===== config.mk =====
export PLATFORM = sky130hd
export DESIGN_NAME = axi_llc_partition_index_unit
export DESIGN_NICKNAME = d
export VERILOG_FILES = /design/src/rtl/axi_llc_pkg.sv /design/src/rtl/axi_llc_iter_mod.sv /design/src/rtl/axi_llc_partition_index_unit.sv
export SDC_FILE = /design/constraint.sdc
export NUM_CORES = 1
export LEC_CHECK = 0
export CELL_PAD_IN_SITES_DETAIL_PLACEMENT = 1
export CELL_PAD_IN_SITES_GLOBAL_PLACEMENT = 1
export CORE_ASPECT_RATIO = 1.1
export CORE_MARGIN = 5
export CORE_UTILIZATION = 42
export CTS_BUF_LIST = sky130_fd_sc_hd__clkbuf_8
export DETAILED_ROUTE_END_ITERATION = 12
export GPL_TIMING_DRIVEN = 0
export PLACE_DENSITY_LB_ADDON = 0.08
export SETUP_SLACK_MARGIN = 0.05
export SYNTH_ARGS = -nofsm -noshare
export SYNTH_HDL_FRONTEND = slang
export SYNTH_SLANG_ARGS = --single-unit

===== constraint.sdc =====
create_clock -name clk_i -period 4.69 [get_ports clk_i]
set_input_delay 0.469 -clock clk_i [delete_from_list [all_inputs] [get_ports clk_i]]
set_output_delay 0.469 -clock clk_i [all_outputs]
set_load 0.05 [all_outputs]

===== src/rtl/axi_llc_pkg.sv =====
// Shared LLC types: the cache configuration record and the partition index FSM states.
// The partition table entry type is declared in the index unit, where its width is known.
package axi_llc_pkg;

  typedef struct packed {
    int unsigned SetAssociativity;
    int unsigned NumLines;
    int unsigned NumBlocks;
    int unsigned BlockSize;
    int unsigned TagLength;
    int unsigned IndexLength;
    int unsigned BlockOffsetLength;
    int unsigned ByteOffsetLength;
  } llc_cfg_t;

  typedef enum logic [1:0] {
    IDLE = 2'd0,
    CALC = 2'd1,
    DONE = 2'd2
  } part_idx_state_e;

  // A single partition still needs a one-bit id port.
  function automatic int unsigned part_id_width(input int unsigned num_parts);
    return (num_parts > 1) ? $clog2(num_parts) : 1;
  endfunction

endpackage


===== src/rtl/axi_llc_iter_mod.sv =====
// Restoring-remainder unit: one quotient bit per cycle, Width cycles per operation.
// done_o flags the cycle whose clock edge retires the last step; rem_o then holds the final remainder.
module axi_llc_iter_mod #(
  parameter int unsigned Width = 8
) (
  input  logic             clk_i,
  input  logic             rst_i,
  input  logic             start_i,
  input  logic [Width-1:0] dividend_i,
  input  logic [Width:0]   divisor_i,
  output logic             busy_o,
  output logic             done_o,
  output logic [Width-1:0] rem_o
);

  localparam int unsigned CntW = (Width > 1) ? $clog2(Width) : 1;

  logic             busy_q, busy_d;
  logic [CntW-1:0]  cnt_q, cnt_d;
  logic [Width-1:0] dvd_q, dvd_d;
  logic [Width:0]   dvs_q, dvs_d;
  logic [Width-1:0] rem_q, rem_d;
  logic [Width:0]   trial;
  logic [Width-1:0] rem_step;

  // The partial remainder stays below the divisor (<= 2^Width), so it fits Width bits.
  always_comb begin
    trial    = {rem_q, dvd_q[cnt_q]};
    rem_step = Width'((trial >= dvs_q) ? (trial - dvs_q) : trial);
  end

  always_comb begin
    busy_d = busy_q;
    cnt_d  = cnt_q;
    dvd_d  = dvd_q;
    dvs_d  = dvs_q;
    rem_d  = rem_q;
    if (start_i) begin
      busy_d = 1'b1;
      cnt_d  = CntW'(Width - 1);
      dvd_d  = dividend_i;
      dvs_d  = divisor_i;
      rem_d  = '0;
    end else if (busy_q) begin
      rem_d = rem_step;
      if (cnt_q == '0) begin
        busy_d = 1'b0;
      end else begin
        cnt_d = cnt_q - 1'b1;
      end
    end
  end

  always_ff @(posedge clk_i) begin
    if (rst_i) begin
      busy_q <= 1'b0;
      cnt_q  <= '0;
      dvd_q  <= '0;
      dvs_q  <= '0;
      rem_q  <= '0;
    end else begin
      busy_q <= busy_d;
      cnt_q  <= cnt_d;
      dvd_q  <= dvd_d;
      dvs_q  <= dvs_d;
      rem_q  <= rem_d;
    end
  end

  assign busy_o = busy_q;
  assign done_o = busy_q && (cnt_q == '0);
  assign rem_o  = rem_step;

endmodule


===== src/rtl/axi_llc_partition_index_unit.sv =====
// Partition-aware set index: start + (line index % size) from a programmable partition table,
// falling back to a shared region; power-of-two sizes bypass the iterative modulo.
module axi_llc_partition_index_unit
  import axi_llc_pkg::*;
#(
  parameter llc_cfg_t     Cfg           = llc_cfg_t'{default: '0},
  parameter int unsigned  NumPartitions = 4,
  parameter type          addr_t        = logic,
  localparam int unsigned IndexLength   = (Cfg.IndexLength > 0) ? Cfg.IndexLength : 1,
  localparam int unsigned LineOffset    = Cfg.ByteOffsetLength + Cfg.BlockOffsetLength,
  localparam int unsigned PartIdWidth   = part_id_width(NumPartitions)
) (
  input  logic                   clk_i,
  input  logic                   rst_i,
  input  logic                   cfg_we_i,
  input  logic [PartIdWidth-1:0] cfg_id_i,
  input  logic [IndexLength-1:0] cfg_start_i,
  input  logic [IndexLength:0]   cfg_size_i,
  input  logic [IndexLength-1:0] share_start_i,
  input  logic [IndexLength:0]   share_size_i,
  input  logic                   req_valid_i,
  output logic                   req_ready_o,
  input  addr_t                  req_addr_i,
  input  logic [PartIdWidth-1:0] req_part_id_i,
  output logic                   rsp_valid_o,
  input  logic                   rsp_ready_i,
  output logic [IndexLength-1:0] rsp_index_o,
  output logic                   rsp_shared_o,
  output logic                   rsp_err_o,
  output part_idx_state_e        dbg_state_o
);

  // Handshake: a request transfers on a clock edge with req_valid_i && req_ready_o, a result
  // on an edge with rsp_valid_o && rsp_ready_i; a raised valid and its payload hold until then.

  localparam int unsigned AddrExtW = $bits(addr_t) + LineOffset + IndexLength;

  typedef struct packed {
    logic [IndexLength-1:0] start;
    logic [IndexLength:0]   size;
  } part_cfg_t;

  part_idx_state_e        state_q, state_d;
  part_cfg_t              table_q [NumPartitions];
  part_cfg_t              table_d [NumPartitions];
  part_cfg_t              entry;
  logic [IndexLength-1:0] line_idx;
  logic [IndexLength-1:0] op_start;
  logic [IndexLength:0]   op_size;
  logic                   op_shared, op_err, op_fast;
  logic [IndexLength-1:0] fast_rem;
  logic                   accept;
  logic                   iter_busy, iter_done;
  logic [IndexLength-1:0] iter_rem;
  logic [IndexLength-1:0] start_q, start_d;
  logic [IndexLength-1:0] index_q, index_d;
  logic                   shared_q, shared_d;
  logic                   err_q, err_d;

  // Zero-extend first so the index slice stays in range for any address width.
  assign line_idx = IndexLength'(AddrExtW'(req_addr_i) >> LineOffset);
  assign accept   = req_valid_i && (state_q == IDLE);

  always_comb begin
    for (int i = 0; i < NumPartitions; i++) begin
      table_d[i] = table_q[i];
      if (cfg_we_i && (cfg_id_i == PartIdWidth'(i))) begin
        table_d[i].start = cfg_start_i;
        table_d[i].size  = cfg_size_i;
      end
    end
  end

  // Reads come from table_q, so a write in the accept cycle is not seen by that request.
  always_comb begin
    entry = '0;
    for (int i = 0; i < NumPartitions; i++) begin
      if (req_part_id_i == PartIdWidth'(i)) entry = table_q[i];
    end
  end

  always_comb begin
    op_start  = entry.start;
    op_size   = entry.size;
    op_shared = 1'b0;
    op_err    = 1'b0;
    if (entry.size == '0) begin
      op_start  = share_start_i;
      op_size   = share_size_i;
      op_shared = 1'b1;
      op_err    = (share_size_i == '0);
    end
    op_fast  = op_err || ((op_size & (op_size - 1'b1)) == '0);
    fast_rem = op_err ? '0 : (line_idx & IndexLength'(op_size - 1'b1));
  end

  axi_llc_iter_mod #(
    .Width(IndexLength)
  ) i_iter_mod (
    .clk_i     (clk_i),
    .rst_i     (rst_i),
    .start_i   (accept && !op_fast),
    .dividend_i(line_idx),
    .divisor_i (op_size),
    .busy_o    (iter_busy),
    .done_o    (iter_done),
    .rem_o     (iter_rem)
  );

  always_ff @(posedge clk_i) begin
    if (rst_i) begin
      state_q  <= IDLE;
      start_q  <= '0;
      index_q  <= '0;
      shared_q <= 1'b0;
      err_q    <= 1'b0;
      for (int i = 0; i < NumPartitions; i++) table_q[i] <= '0;
    end else begin
      state_q  <= state_d;
      start_q  <= start_d;
      index_q  <= index_d;
      shared_q <= shared_d;
      err_q    <= err_d;
      for (int i = 0; i < NumPartitions; i++) table_q[i] <= table_d[i];
    end
  end

  always_comb begin
    state_d = state_q;
    unique case (state_q)
      IDLE:    if (accept) state_d = op_fast ? DONE : CALC;
      CALC: begin
        if (iter_done)      state_d = DONE;
        else if (!iter_busy) state_d = IDLE;
      end
      DONE:    if (rsp_ready_i) state_d = IDLE;
      default: state_d = IDLE;
    endcase
  end

  always_comb begin
    start_d  = start_q;
    index_d  = index_q;
    shared_d = shared_q;
    err_d    = err_q;
    if (accept) begin
      start_d  = op_start;
      shared_d = op_shared;
      err_d    = op_err;
      if (op_fast) index_d = op_start + fast_rem;
    end else if ((state_q == CALC) && iter_done) begin
      index_d = start_q + iter_rem;
    end
  end

  always_comb begin
    req_ready_o  = (state_q == IDLE);
    rsp_valid_o  = (state_q == DONE);
    rsp_index_o  = index_q;
    rsp_shared_o = shared_q;
    rsp_err_o    = err_q;
    dbg_state_o  = state_q;
  end

endmodule


=== Word-level counts from Yosys, hierarchy flattened ===
Memories as Yosys holds them, arrays and structs flattened.
Index checks and enable logic that the tools add are counted.

* Mux-type cells: 35
* Reductions and logical operators: 20
* Magnitude comparators: 2
* Add/sub/neg operators: 5
* Bitwise operators: 7
* Equality and inequality tests: 12

{| class="wikitable"
|+ Operators by type and width
! kind !! number
|-
| $mux 3 || 12
|-
| $mux 1 || 16
|-
| $logic_not 2->1 || 6
|-
| $mux 2 || 6
|-
| $eq 2x2->1 const B || 5
|-
| $logic_and 1x1->1 || 8
|-
| $eq 2x1->1 const B || 3
|-
| $pmux 2 s3 || 1
|-
| $ne 2x1->1 const B || 2
|-
| $or 1x1->1 || 4
|-
| $ne 3x3->1 const B || 1
|-
| $reduce_and 3->1 || 1
|-
| $add 1x1->1 || 2
|-
| $and 2x2->2 || 1
|-
| $ge 2x2->1 || 1
|-
| $ne 2x2->1 const B || 1
|-
| $reduce_and 2->1 || 1
|-
| $reduce_bool 2->1 || 1
|-
| $reduce_or 2->1 || 1
|-
| $sub 2x1->2 const B || 1
|-
| $and 1x1->1 || 1
|-
| $logic_not 1->1 || 1
|-
| $logic_or 1x1->1 || 1
|-
| $lt 1x1->1 const B || 1
|-
| 3 further kinds || 3
|}

* Bits of input ports: 16
* Memories kept: 1
* Word-level logic and storage cells: 92
* Bits in registers: 12
* RAM bits: 12

{| class="wikitable"
|+ Memory list
! memory !! depth !! width !! read ports !! clocked after memory_dff !! write ports !! RTL line !! RTL
|-
| table_q || 4 || 3 || 4 || 0 || 4 || axi_llc_partition_index_unit.sv:44 || <nowiki>part_cfg_t table_q [NumPartitions];</nowiki>
|}

=== Logic depth before layout (Yosys ltp) ===
* Depth after elaboration: 14
* Depth in mapped cells: 7
* Mapped depth without buffers: 7

=== Cells and area by module ===
Synthesis repeated with hierarchy kept, for this count alone.

* Cells, all modules: 132
* Area total of the unflattened synthesis: 1229.9 um^2

{| class="wikitable"
|+ By module, submodules not included
! module !! area an instance (um^2) !! times used !! cells an instance !! sequential area each (um^2)
|-
| axi_llc_partition_index_unit || 989.7 || 1 || 107 || 360.3
|-
| axi_llc_iter_mod || 240.2 || 1 || 25 || 100.1
|}

=== Worst setup path before layout ===
OpenSTA, ideal clock, no wires.

* Path kind: register -> register
* From: register state_q[1] (netlist: dbg_state_o[1])
* To: register index_q (netlist: rsp_index_o)
* Path buffers: 0
* Path slack: 2.277 ns
* Clock period less this slack: 2.413 ns
* Stages on the path, launching flop included: 5
* Data required time: 4.594 ns
* Data arrival time: 2.317 ns
* Library setup time: 0.096 ns
* Cells stage by stage: dfxtp_1 nor2_1 nand2_1 o32a_4 o41ai_2

* Longest elaborated chain between the ends: 4

{| class="wikitable"
|+ Ends and longest elaborated chain
! item !! RTL line !! RTL
|-
| from (decl) || axi_llc_partition_index_unit.sv:43 || <nowiki>part_idx_state_e state_q, state_d;</nowiki>
|-
| from (signal assigned) || axi_llc_partition_index_unit.sv:119 || <nowiki>state_q <= state_d;</nowiki>
|-
| $logic_not 2->1 (*) || n/a ||
|-
| named net req_ready_o || axi_llc_partition_index_unit.sv:22 || <nowiki>output logic req_ready_o,</nowiki>
|-
| $logic_and 1x1->1 (*) || axi_llc_partition_index_unit.sv:62 || <nowiki>assign accept = req_valid_i && (state_q == IDLE);</nowiki>
|-
| $ne 2x2->1 (no line) / $reduce_bool 2->1 (equally long branches) || n/a ||
|-
| $reduce_and 2->1 (no line) || n/a ||
|-
| to (signal assigned) || axi_llc_partition_index_unit.sv:121 || <nowiki>index_q <= index_d;</nowiki>
|-
| to (decl) || axi_llc_partition_index_unit.sv:56 || <nowiki>logic [IndexLength-1:0] index_q, index_d;</nowiki>
|}

The timed path passes the listed nets; every way through them passes the cells marked *.
A chain may end at the register's enable or synchronous reset.

=== Worst setup path in the final report ===
* From: input req_part_id_i[1]
* To: register i_iter_mod.dvd_q

* Longest elaborated chain between the ends: 13

{| class="wikitable"
|+ Ends and longest elaborated chain
! item !! RTL line !! RTL
|-
| from (decl) || axi_llc_partition_index_unit.sv:24 || <nowiki>input logic [PartIdWidth-1:0] req_part_id_i,</nowiki>
|-
| $logic_not 2->1 || axi_llc_partition_index_unit.sv:78 || <nowiki>if (req_part_id_i == PartIdWidth'(i)) entry = table_q[i];</nowiki>
|-
| $mux 3 (3 in series) || axi_llc_partition_index_unit.sv:78 ||
|-
| $mux 3 (*) || axi_llc_partition_index_unit.sv:78 ||
|-
| $logic_not 2->1 || axi_llc_partition_index_unit.sv:87 || <nowiki>if (entry.size == '0) begin</nowiki>
|-
| $mux 2 || axi_llc_partition_index_unit.sv:87 ||
|-
| $sub 2x1->2 || n/a ||
|-
| $and 2x2->2 || axi_llc_partition_index_unit.sv:93 || <nowiki>op_fast = op_err || ((op_size & (op_size - 1'b1)) == '0);</nowiki>
|-
| $logic_not 2->1 || axi_llc_partition_index_unit.sv:93 ||
|-
| $logic_or 1x1->1 (*) || axi_llc_partition_index_unit.sv:93 ||
|-
| $logic_not 1->1 (*) || axi_llc_partition_index_unit.sv:102 || <nowiki>.start_i (accept && !op_fast),</nowiki>
|-
| $logic_and 1x1->1 (*) || axi_llc_partition_index_unit.sv:102 ||
|-
| to (signal assigned) || axi_llc_iter_mod.sv:64 || <nowiki>dvd_q <= dvd_d;</nowiki>
|-
| to (decl) || axi_llc_iter_mod.sv:20 || <nowiki>logic [Width-1:0] dvd_q, dvd_d;</nowiki>
|}

Every way passes the cells marked *; elsewhere a longest branch is shown, timed or not.

==> flow_summary.yaml <==
run_status:
  status: "complete, no violations"
drt:
  firstDrtPassIters: 4
  post_drt_wl_per_cell_um: 15.07
  vias_per_cell: 5.482
  highest_layer: "met4"
  wl_met3_um: 116
  wl_met1_um: 913
  ant_nets: 0
  drc: 0
  vias: 910
  wl_met2_mm: 1.423
  drt_wl_total_mm: 2.502
  drt-initial-drc-count: 7
finish:
  fillers: 304
  num_antenna_cells: 0
  fin_nets: 154
  postLayoutCellArea_mm2: 0.001375
  drive_above_1_share: 0.06667
  synthToLayoutAreaGrowth_pct: 28.84
min_path:
  hold_path_depth: 2
  hold_path.class: "register to register"
setup_path:
  path_depth: 6
  path_buf_inv: 1
  cp_slowest_cell: "mux4_2"
  r2r_cells: 5
  startpoint_type: "input pin"
  endpoint_kind: "register"
  cp_max_fo: 7
  arrival_ps: 2540
  slowest_delay_ps: 610
  critPathKind: "input pin to register"
  cp_data_required_time_ps: 4830
  crit_chain: "clkdlybuf4s50_1, mux4_2, and2_4, o21ai_1, mux2i_1, nor2_1"
  crit_family: "multiplexers"
  reg2reg_slack_ps: 2830
floorplanning:
  die_w_um: 58.07
  fp.dieH_um: 62.87
  io_pins: 23
  core.rowCount: 19
  core_mm2: 0.002472
  die_area_mm2: 0.003651
  start_util: 0.4317
pwr:
  p_per_area_mw_per_mm2: 304.5
  ir_drop_mv: 0.1766
  p_seq_frac: 0.500
  p_sw_frac: 0.2768
  switching_power_mw: 0.1159
  power.internal_mw: 0.3028
  power.total_mw: 0.4187
  clkPwrFrac: 0.293
  p_leak_nw: 0.5736
  p_comb_frac: 0.207
logic_synthesis:
  synth_top_area_share: 0.4314
  syn_area_mm2: 0.001067
  synth_warnings: 0
  avgSynthCellArea_um2: 9.792
  async_flop_share: 0
  yosys_most_used_dff: "dfxtp_1"
  syn_inst: 109
  synth_top_area_cell: "dfxtp_1"
  synth_enable_flop_cells: 0
  synthesis.nets: 127
  ys_types: 32
  ys_seq_elements: 23
  ys_seq_area_frac: 0.4314
  ys_top_cells_by_area: "dfxtp_1, mux2i_1, nor2_1"
cts:
  cts_tree: "built"
  cts_buffers: 3
  clkSinkCount: 23
  clk_latency_ps: 260
  cts_setup_buffers: 0
  post_cts_resized: 0
  cts_hold_buf: 0
  cts_buffer_depth: 2
  cts-root-buf: "clkbuf_8"
  ctsHtreeMaxLevel: 1
  clk_pin_slew_ps: 80
sta:
  setup_violations: 0
  tightest_slew_ps: 689.9
  hold_viol: 0
  max_freq_mhz: 416.8
  min_period_over_period: 0.5116
  slew-limit-headroom: 0.5391
  slew_viol_final: 0
  period_needed_ps: 2399
  setup_tns_ps: 0
  clock_skew_ps: 4.143
  rsz0062_at_grt: "no"
placement:
  portBuffers: 22
  dpl.hpwl_mm: 2.076
  place_area_mm2: 0.001326
  place.gp.congestion: 0.8086
global_routing:
  grt_max_degree: 15
  grt_pass1_wl_mm: 4.353
  grt_pass1_vias: 1023
  antenna_found_initial: 0
  grtUsageTotal: 0.1544
  gr-total-overflow: 0
job:
  maxCapViolations: 0
[sequential cells by signal, indices dropped and copies added, names as in the netlist]
signal,cells
rsp_err_o,1
table_q,12
rsp_shared_o,1
i_iter_mod.rem_q,1
dbg_state_o,2
start_q,1
rsp_index_o,1
i_iter_mod.dvs_q,2
i_iter_mod.dvd_q,1
i_iter_mod.busy_o,1
[stage by stage]
step	setup slack [ps]	std cells	util	hold slack (ps)
after global placement	2054	162	0.5364	443.6
after detailed placement	2005	162	0.5364	459.8
after CTS	2271	166	0.5562	471.5
after global routing	2137	166	0.5562	508.8
after floorplan	2277	109	-	429.9
final	2291	166	0.5562	467.6
[area by class of cell]
| type | instances | area (um^2) | area share |
|---|---|---|---|
| plain buffers | 2 | 7.507 | 0.005460 |
| clock buffers | 3 | 41.29 | 0.03003 |
| clock inverters | 1 | 7.507 | 0.005460 |
| inverters | 6 | 22.52 | 0.01638 |
| multi-input cells | 78 | 576.8 | 0.4195 |
| flip-flops and latches | 23 | 460.4 | 0.3348 |
| well taps | 31 | 38.79 | 0.02821 |
| repair buffers | 22 | 220.2 | 0.1601 |
[cell families after synthesis]
kind of cell,count (synthesis),share of synthesized area
adder cells (fa/ha/maj),2,0.02344
AO/OA/AOI/OAI,17,0.1231
XOR/XNOR,1,0.008208
AND/OR/NAND/NOR,41,0.1876
multiplexers,17,0.1981
buffers and inverters,8,0.02814
flip-flops,23,0.4314
[power by group through the flow]
stage	sequential (mW)	combinational (mW)	clock, mW
2_1_floorplan	0.224	0.0417	0
3_3_place_gp	0.214	0.0843	0
3_5_place_dp	0.214	0.0874	0
4_1_cts	0.210	0.0877	0.125
5_1_grt	0.211	0.0946	0.137
6_report	0.209	0.0865	0.123
[layout by cell type, fill, tap and decap left out, types with 2 or more instances in the layout]
master,n
dfxtp_1,23
clkdlybuf4s50_1,22
nor2_1,19
mux2i_1,14
inv_1,6
nand2_1,6
a21oi_1,5
nand3b_1,3
nor3_1,3
clkbuf_8,3
nor2b_1,2
clkbuf_1,2
nand3_1,2
mux4_2,2
o21ai_0,2
ha_1,2
[layer usage]
layer | vias to the layer above | track usage
li1 | 440 | -
met2 | 20 | 0.2938
met4 | 0 | 0.07246
met3 | 6 | 0.03719
met5 | - | 0
met1 | 444 | 0.1494
[Yosys cell counts (all sizes together), types with 2 or more instances]
| library cell | instances |
|---|---|
| and2 | 2 |
| nand3 | 2 |
| clkbuf | 2 |
| o21ai | 3 |
| ha | 2 |
| dfxtp | 23 |
| inv | 6 |
| nor2b | 2 |
| nand3b | 3 |
| nor3 | 3 |
| nor2 | 19 |
| mux4 | 3 |
| mux2i | 14 |
| nand2 | 6 |
| a21oi | 5 |
[final timing paths]
check | endpoint | start
setup / recovery | i_iter_mod.dvd_q | req_part_id_i[1]
hold / removal | rsp_shared_o | rsp_shared_o
setup reg to reg | i_iter_mod.dvd_q | table_q[3][1]
hold reg to reg | rsp_shared_o | rsp_shared_o
[worst reg2reg max path, delay by kind of cell (launching register included)]
family           cells  cell delay (ps)
flip-flops           1              320
multiplexers         2              790
AND/OR/NAND/NOR      2              260
AO/OA/AOI/OAI        1              380
Power figures use the tool's default switching activity.
==> variant (same settings) <==
The parameter `NumPartitions` goes from 4 to 8.
--- a/src/rtl/axi_llc_partition_index_unit.sv
+++ b/src/rtl/axi_llc_partition_index_unit.sv
@@ -6,3 +6,3 @@
   parameter llc_cfg_t     Cfg           = llc_cfg_t'{default: '0},
-  parameter int unsigned  NumPartitions = 4,
+  parameter int unsigned  NumPartitions = 8,
   parameter type          addr_t        = logic,
Ports: changed (resized cfg_id_i and req_part_id_i); port bits go from 23 to 25. No check against the original RTL was run, so the function may have changed too.
==> variant against the original RTL <==
Critical endpoint is now rsp_valid_o; largest power group unchanged; wire length rose by 60%; sequential cell count is 12 higher; non-clock buffer count is 3 higher; power increased by 56%; clock skew up 2.1 ps; area after synthesis rose by 58%; global-route usage up 0.57 points; critical path type is now register to primary output; sequential power up 50%; worst setup slack improved by 270 ps; cell area rose by 47%.
==> variant: results (changes against the original RTL) <==
Outcome
  • Status: complete, no violations

Clocking
  • CTS H-tree depth: 2 (+1)
  • Clock Latency Late Sink: 290 ps (+30 ps)
  • Num CTS Buffers: 5 (+2)

Synth
  • Sequential fraction of the synthesis area: 0.4167 (-0.01475)
  • Post-Synth XOR/XNOR Area: 0.005208 (-0.002998)
  • Synth cell count leaders: 35 x dfxtp_1, 32 x nor2_1, 27 x mux2i_1
  • Adder-Cell Fraction of Synth Area: 0.01488 (-0.008566)

Final layout
  • Clk tree area frac: 0.04938 (+0.01390)
  • Signal buffers: 27 (+13%)
  • Multi-input combinational area share: 0.4543 (+0.03485)
  • Share of cells above drive strength 1: 0.1099 (+0.04328)
  • Non-clock buffer share: 0.1130 (-0.05264)
  • Seq cells: 35 (+52%)

Global routing
  • Global Route Usage Sum: 0.1600 (+0.005650)
  • Pin count of the biggest net entering global routing: 11 (-4)
  • Met2 GRT Util: 0.2725 (-0.02131)
  • First-pass GRT wire length: 6.748 mm (+55%)
  • Vias in the first global route: 1,370 (+34%)

STA
  • Clock Skew: 6.196 ps (+2.052 ps)
  • Least-Margin Pin Slew: 708.5 ps (+18.65 ps)

Detailed routing
  • Initial DRC count: 53 (+46)
  • DRT met1 WL: 1.756 mm (+92%)
  • Met2 routed WL: 1.986 mm (+40%)

Place
  • Port buffer count: 18 (-18%)

Power
  • Pleak: 0.7925 nW (+38%)
  • VDD IR max: 0.0001689 V (-4.4%)

Setup path
  • Crit path arrival time: 1660 ps (-880 ps)
  • Cell family with most CP delay: buffers and inverters
  • Slowest CP cell: clkdlybuf4s50_1
-- variant: metrics by stage --
| step | area, µm² | hold slack [ps] | total power, mW | std cells | setup slack [ps] |
|---|---|---|---|---|---|
| 3_3_place_gp | 1927 | 448.2 | 0.4207 | 235 | 2356 |
| 4_1_cts | 2027 | 487.4 | 0.6616 | 243 | 2549 |
| 6_report | 2027 | 485.1 | 0.6527 | 243 | 2563 |
| 3_5_place_dp | 1927 | 477.3 | 0.4245 | 235 | 2355 |
| 5_1_grt | 2027 | 515.9 | 0.6833 | 243 | 2477 |
| 2_1_floorplan | 1682 | 440.3 | 0.3860 | 165 | 2488 |
-- variant: worst paths after layout --
kind                           end           start  depth (start not counted)
setup reg to reg  i_iter_mod.dvd_q   table_q[1][7]                          6
setup / recovery       rsp_valid_o  dbg_state_o[1]                          2
hold / removal             start_q         start_q                          2
hold reg to reg            start_q         start_q                          2
-- variant: power breakdown --
part	internal, mW	switching, mW
clock	0.132	0.104
sequential	0.307	0.00575
combinational	0.0430	0.0605
